$ cat config.mk
export PLATFORM = sky130hd
export DESIGN_NAME = snake_collision_engine
export DESIGN_NICKNAME = d
export VERILOG_FILES = /design/src/rtl/snake_pkg.sv /design/src/rtl/snake_body_store.sv /design/src/rtl/snake_collision_engine.sv
export SDC_FILE = /design/constraint.sdc
export NUM_CORES = 1
export LEC_CHECK = 0
export CORE_UTILIZATION = 50
export DETAILED_ROUTE_END_ITERATION = 6
export DONT_BUFFER_PORTS = 1
export GPL_TIMING_DRIVEN = 0
export PLACE_DENSITY = 0.65
export SETUP_SLACK_MARGIN = 0.1
export SLEW_MARGIN = 20
export SYNTH_ARGS = -nofsm -noshare
export SYNTH_HDL_FRONTEND = slang
export SYNTH_SLANG_ARGS = --single-unit
export TNS_END_PERCENT = 20
$ cat constraint.sdc
create_clock -name clk -period 6.34 [get_ports clk]
set_input_delay 1.268 -clock clk [delete_from_list [all_inputs] [get_ports clk]]
set_output_delay 1.268 -clock clk [all_outputs]
set_load 0.02 [all_outputs]
$ cat src/rtl/snake_pkg.sv
// Shared types for the snake game blocks: FSM state encoding and the coordinate pair.
// Coordinates are held at COORD_MAX_W bits so one type serves every COORD_W up to that width.
package snake_pkg;

    localparam int COORD_MAX_W = 8;

    typedef enum logic [1:0] {
        IDLE,
        SCAN,
        REPORT,
        DEAD
    } state_t;

    typedef struct packed {
        logic [COORD_MAX_W-1:0] x;
        logic [COORD_MAX_W-1:0] y;
    } coord_t;

endpackage

$ cat src/rtl/snake_body_store.sv
// Snake body storage: a shift register of coordinate pairs with one combinational read port.
// Segment 0 is the head; a shift pushes a new head and moves every segment one slot tailward.
module snake_body_store
    import snake_pkg::*;
#(
    parameter int MAX_LEN  = 16,
    parameter int INIT_LEN = 3,
    parameter int GRID_H   = 8
) (
    input  logic                       clk,
    input  logic                       rst,
    input  logic                       shift_en,
    input  coord_t                     head_in,
    input  logic [$clog2(MAX_LEN)-1:0] rd_idx,
    output coord_t                     rd_data
);

    coord_t segs [MAX_LEN];

    // Reset lays the body out horizontally on the middle row, head rightmost.
    always_ff @(posedge clk) begin
        if (rst) begin
            for (int k = 0; k < MAX_LEN; k++) begin
                if (k < INIT_LEN) begin
                    segs[k].x <= COORD_MAX_W'(INIT_LEN - 1 - k);
                    segs[k].y <= COORD_MAX_W'(GRID_H / 2);
                end else begin
                    segs[k] <= '0;
                end
            end
        end else if (shift_en) begin
            segs[0] <= head_in;
            for (int k = 1; k < MAX_LEN; k++) begin
                segs[k] <= segs[k-1];
            end
        end
    end

    assign rd_data = segs[rd_idx];

endmodule

$ cat src/rtl/snake_collision_engine.sv
// Snake collision engine: checks a candidate head against the walls and the body, then moves the body.
// Optional macro SNAKE_WRAP_EN turns the playfield into a torus (no walls, edge coordinates wrap).
module snake_collision_engine
    import snake_pkg::*;
#(
    parameter int COORD_W  = 4,
    parameter int GRID_W   = 8,
    parameter int GRID_H   = 8,
    parameter int MAX_LEN  = 16,
    parameter int INIT_LEN = 3
) (
    input  logic                         clk,
    input  logic                         rst,
    input  logic                         step_valid,
    output logic                         step_ready,
    input  logic [COORD_W-1:0]           next_x,
    input  logic [COORD_W-1:0]           next_y,
    input  logic                         grow,
    output logic                         result_valid,
    output logic                         wall_hit,
    output logic                         self_hit,
    output logic                         dead,
    output logic [$clog2(MAX_LEN+1)-1:0] length
);

    localparam int LEN_W = $clog2(MAX_LEN + 1);
    localparam int IDX_W = $clog2(MAX_LEN);

    state_t             state;
    coord_t             cand;
    logic               cand_grow;
    logic [IDX_W-1:0]   scan_idx;
    logic [IDX_W-1:0]   scan_last;
    logic [COORD_W-1:0] map_x;
    logic [COORD_W-1:0] map_y;
    logic               off_grid;
    logic [LEN_W-1:0]   scan_cnt;
    coord_t             seg_rd;
    logic               shift_en;

`ifdef SNAKE_WRAP_EN
    // One step past either edge lands on the opposite edge; all-ones is the -1 of a step left/up.
    always_comb begin
        map_x    = next_x;
        map_y    = next_y;
        off_grid = 1'b0;
        if (next_x == COORD_W'(GRID_W)) map_x = '0;
        else if (next_x == '1)          map_x = COORD_W'(GRID_W - 1);
        if (next_y == COORD_W'(GRID_H)) map_y = '0;
        else if (next_y == '1)          map_y = COORD_W'(GRID_H - 1);
    end
`else
    assign map_x    = next_x;
    assign map_y    = next_y;
    assign off_grid = (int'(next_x) >= GRID_W) || (int'(next_y) >= GRID_H);
`endif

    // The tail is skipped only when it moves away this step (no growth).
    assign scan_cnt = grow ? length : length - 1'b1;
    assign shift_en = (state == REPORT) && !wall_hit && !self_hit;

    snake_body_store #(
        .MAX_LEN  (MAX_LEN),
        .INIT_LEN (INIT_LEN),
        .GRID_H   (GRID_H)
    ) u_body (
        .clk      (clk),
        .rst      (rst),
        .shift_en (shift_en),
        .head_in  (cand),
        .rd_idx   (scan_idx),
        .rd_data  (seg_rd)
    );

    always_ff @(posedge clk) begin
        if (rst) begin
            state        <= IDLE;
            step_ready   <= 1'b1;
            result_valid <= 1'b0;
            wall_hit     <= 1'b0;
            self_hit     <= 1'b0;
            dead         <= 1'b0;
            length       <= LEN_W'(INIT_LEN);
            cand         <= '0;
            cand_grow    <= 1'b0;
            scan_idx     <= '0;
            scan_last    <= '0;
        end else begin
            case (state)
                IDLE: begin
                    if (step_valid) begin
                        step_ready <= 1'b0;
                        cand.x     <= COORD_MAX_W'(map_x);
                        cand.y     <= COORD_MAX_W'(map_y);
                        cand_grow  <= grow;
                        scan_idx   <= '0;
                        scan_last  <= IDX_W'(scan_cnt - 1'b1);
                        if (off_grid) begin
                            state        <= REPORT;
                            result_valid <= 1'b1;
                            wall_hit     <= 1'b1;
                        end else begin
                            state <= SCAN;
                        end
                    end
                end
                SCAN: begin
                    if (seg_rd == cand) begin
                        state        <= REPORT;
                        result_valid <= 1'b1;
                        self_hit     <= 1'b1;
                    end else if (scan_idx == scan_last) begin
                        state        <= REPORT;
                        result_valid <= 1'b1;
                    end else begin
                        scan_idx <= scan_idx + 1'b1;
                    end
                end
                // Growth saturates at MAX_LEN; the body store then simply drops the tail.
                REPORT: begin
                    result_valid <= 1'b0;
                    wall_hit     <= 1'b0;
                    self_hit     <= 1'b0;
                    if (wall_hit || self_hit) begin
                        state <= DEAD;
                        dead  <= 1'b1;
                    end else begin
                        state      <= IDLE;
                        step_ready <= 1'b1;
                        if (cand_grow && (length < LEN_W'(MAX_LEN))) begin
                            length <= length + 1'b1;
                        end
                    end
                end
                DEAD: begin
                    state <= DEAD;
                end
                default: begin
                    state <= IDLE;
                end
            endcase
        end
    end

endmodule
==> impl_metrics.toml <==
[worst_setup_path]
endpoint_kind = "register"
worstPathRequired_ps = 6650
cp_max_fo = 10
path_class = "register to register"
r2r_cells = 10
critPathLaunchType = "register"
rrSetupSlack_ps = 2940
worstPathArrival_ps = 3710

[hold_path]
hp-class = "register to register"
holdPathEnd = "cand_grow"
worstHoldPathCells = 2
holdCritStartpoint = "cand_grow"

[final_layout]
drive_gt1_share_pct = 14.1
fill_cells = 1169
finalNetCount = 590
area_growth_pct = 11.9
regArea_um2 = 4500
antenna_cells = 0
multiInputGateArea_um2 = 2750
final_util_pct = 57.2

[route]
drt_pass1_iterations = 7
route.met3.wl_um = 767
met1_length_mm = 7.07
wl_per_cell_um = 19.7
via_per_inst = 5.74
top_layer = "met4"
num_vias = 4425
drc = 0
wl_mm = 15.2
route.met2.wl_mm = 7.05
postRouteAntennaNets = 0
drt_iter0_drc = 359

[logic_synthesis]
synth-edff-count = 128
synth_area_leaders = "edfxtp_1 52%, dfxtp_1 8.9%, mux4_2 7.0%"
synth_area_leader_cell = "edfxtp_1"
ys_async_sr_fraction_pct = 0
ys_seq_area_share_pct = 60.6
ys.warnings.count = 0
synth_most_common_cell = "edfxtp_1"
avgSynthCellArea_um2 = 13.4
synth_top_area_share_pct = 51.7
syn_area_um2 = 7440
syn_inst = 554
ys_ff_latch = 161
synth_commonest_cells = "128 x edfxtp_1, 76 x and2_1, 54 x nor2b_1"
synth.distinct_cells = 49
syn-num-nets = 570
ys.flop_type = "edfxtp_1"

[timing]
worst_slew_pin_slew_ps = 738
setup_tns_ps = 0
hold_viol_final = 0
slew_violations = 0
max_freq_mhz = 294
layout_worst_path_cycle_share_pct = 53.6
slew_headroom_pct = 50.7
grt_setup_unrepaired = "no"
setup_viol = 0
period_minus_slack_ps = 3400
clock_skew_ps = 7.49
whs_ps = 463

[clock_network]
clk_path_buf_depth = 2
clk_pin_slew_ps = 60
cts_buffers = 17
cts_resized = 0
cts_tree = "yes"
cts_root_buf = "clkbuf_16"
clock_sinks = 161
cts_setup_buffers = 0
cts_hold_buf = 0
h-tree-depth = 4
clock_latency_ps = 420

[floorplanning]
die-height_um = 124
fp-row-count = 44
dieArea_um2 = 15400
core_um2 = 14500
ios = 22
start_util_pct = 51.2
die_w_um = 124

[power]
power.switching_fraction_pct = 24.2
combinationalPowerShare_pct = 10.5
power.total_mw = 2.69
power.internal_mw = 2.04
clkPwrFrac_pct = 39.0
pwr_density_cell_nw_per_um2 = 324
p_sw_mw = 0.651
p_seq_share_pct = 50.6
leakage_nw = 2.98
vdd_drop_max_mv = 0.203

[place]
gp_congestion = 0.765
portBuffers = 0
hpwl_mm = 10.4

[grt]
grt_overflow = 0
grt_pass1_wl_mm = 24.2
grt_util_all_layers_pct = 22.1
antenna_found_initial = 0
grt_pass1_vias = 4392
grt_start_max_net_pins = 73

[job]
maxCapViolations = 0

[outcome]
status = "finished, final reports clean"
## final cells by class
type | count | share of cell area, %
Clock buffer | 23 | 6.39
Multi-Input combinational cell | 354 | 33.1
Clock inverter | 9 | 1.08
Timing Repair Buffer | 1 | 0.331
Tap cell | 184 | 2.77
Inverter | 6 | 0.331
Sequential cell | 161 | 54.1
Buffer | 33 | 1.89
## power by group through the flow
| stage | Clock [mW] | Sequential (mW) | Combinational (mW) |
|---|---|---|---|
| after floorplan | 0 | 1.36 | 0.211 |
| after global placement | 0 | 1.39 | 0.269 |
| after detailed placement | 0 | 1.38 | 0.282 |
| after CTS | 1.06 | 1.36 | 0.284 |
| after global routing | 1.10 | 1.38 | 0.310 |
| final | 1.05 | 1.36 | 0.281 |
## sequential cells by signal (all words and copies together) (netlist names), named ones only
name / count
cand_grow: 1
self_hit: 1
scan_last: 4
wall_hit: 1
state: 2
dead: 1
length: 5
scan_idx: 4
cand: 8
result_valid: 1
step_ready: 1
u_body.segs: 128
## per-layer routing
layer  GRT usage, %  vias to the layer above
li1               -                     2050
met1           30.9                     2224
met2           33.8                      131
met3           4.62                       20
met4           9.00                        0
met5              0                        -
## cell usage in the layout, fill, tap and decap left out, types with 11 or more instances in the layout
master     synthesis  final
a21oi_1           15     15
and2_1            76     76
clkbuf_1          22     23
clkbuf_16          0     20
dfxtp_1           33     33
edfxtp_1         128    128
mux2_2            11     11
mux2i_1           23     23
mux4_2            23     23
nand2_1           35     35
nor2_1            16     16
nor2b_1           54     54
xnor2_1           13     13
xor2_1            11     11
## critical path: stages (launching register included)
cell and delay [ps]:
dfxtp_1 370, buf_6 170, buf_2 310, buf_2 360, mux4_2 370, mux4_2 490
xnor2_1 150, nand2_1 120, nor4_4 530, nor2_2 120, mux2_2 280
## per-stage QoR
step / worst slack [ps] / instances / cell area (um2)
6_report: 2940 / 771 / 8320
3_5_place_dp: 2930 / 739 / 7700
2_1_floorplan: 1540 / 554 / 7440
4_1_cts: 2900 / 771 / 8320
3_3_place_gp: 318 / 738 / 7670
5_1_grt: 2770 / 771 / 8320
## how the worst max path moves through the flow
| stage | start | to |
|---|---|---|
| floorplan | rst | u_body.segs[0][0] |
| global route | register | scan_idx[0] |
| detailed placement | rst | u_body.segs[15][9] |
| CTS | register | register |
| finish | register | register |
| global placement | rst | u_body.segs[1][11] |
## cell families after synthesis
logic type | after synthesis | share of synthesized area, %
and+or+nand+nor | 218 | 17.0
AOI/OAI and AO/OA | 50 | 4.44
adders and majority gates | 4 | 0.673
xor gates and xnor gates | 24 | 2.83
muxes | 58 | 12.1
buffers and inverters | 39 | 2.42
DFF | 161 | 60.6
(Power assumes the default switching activity.)
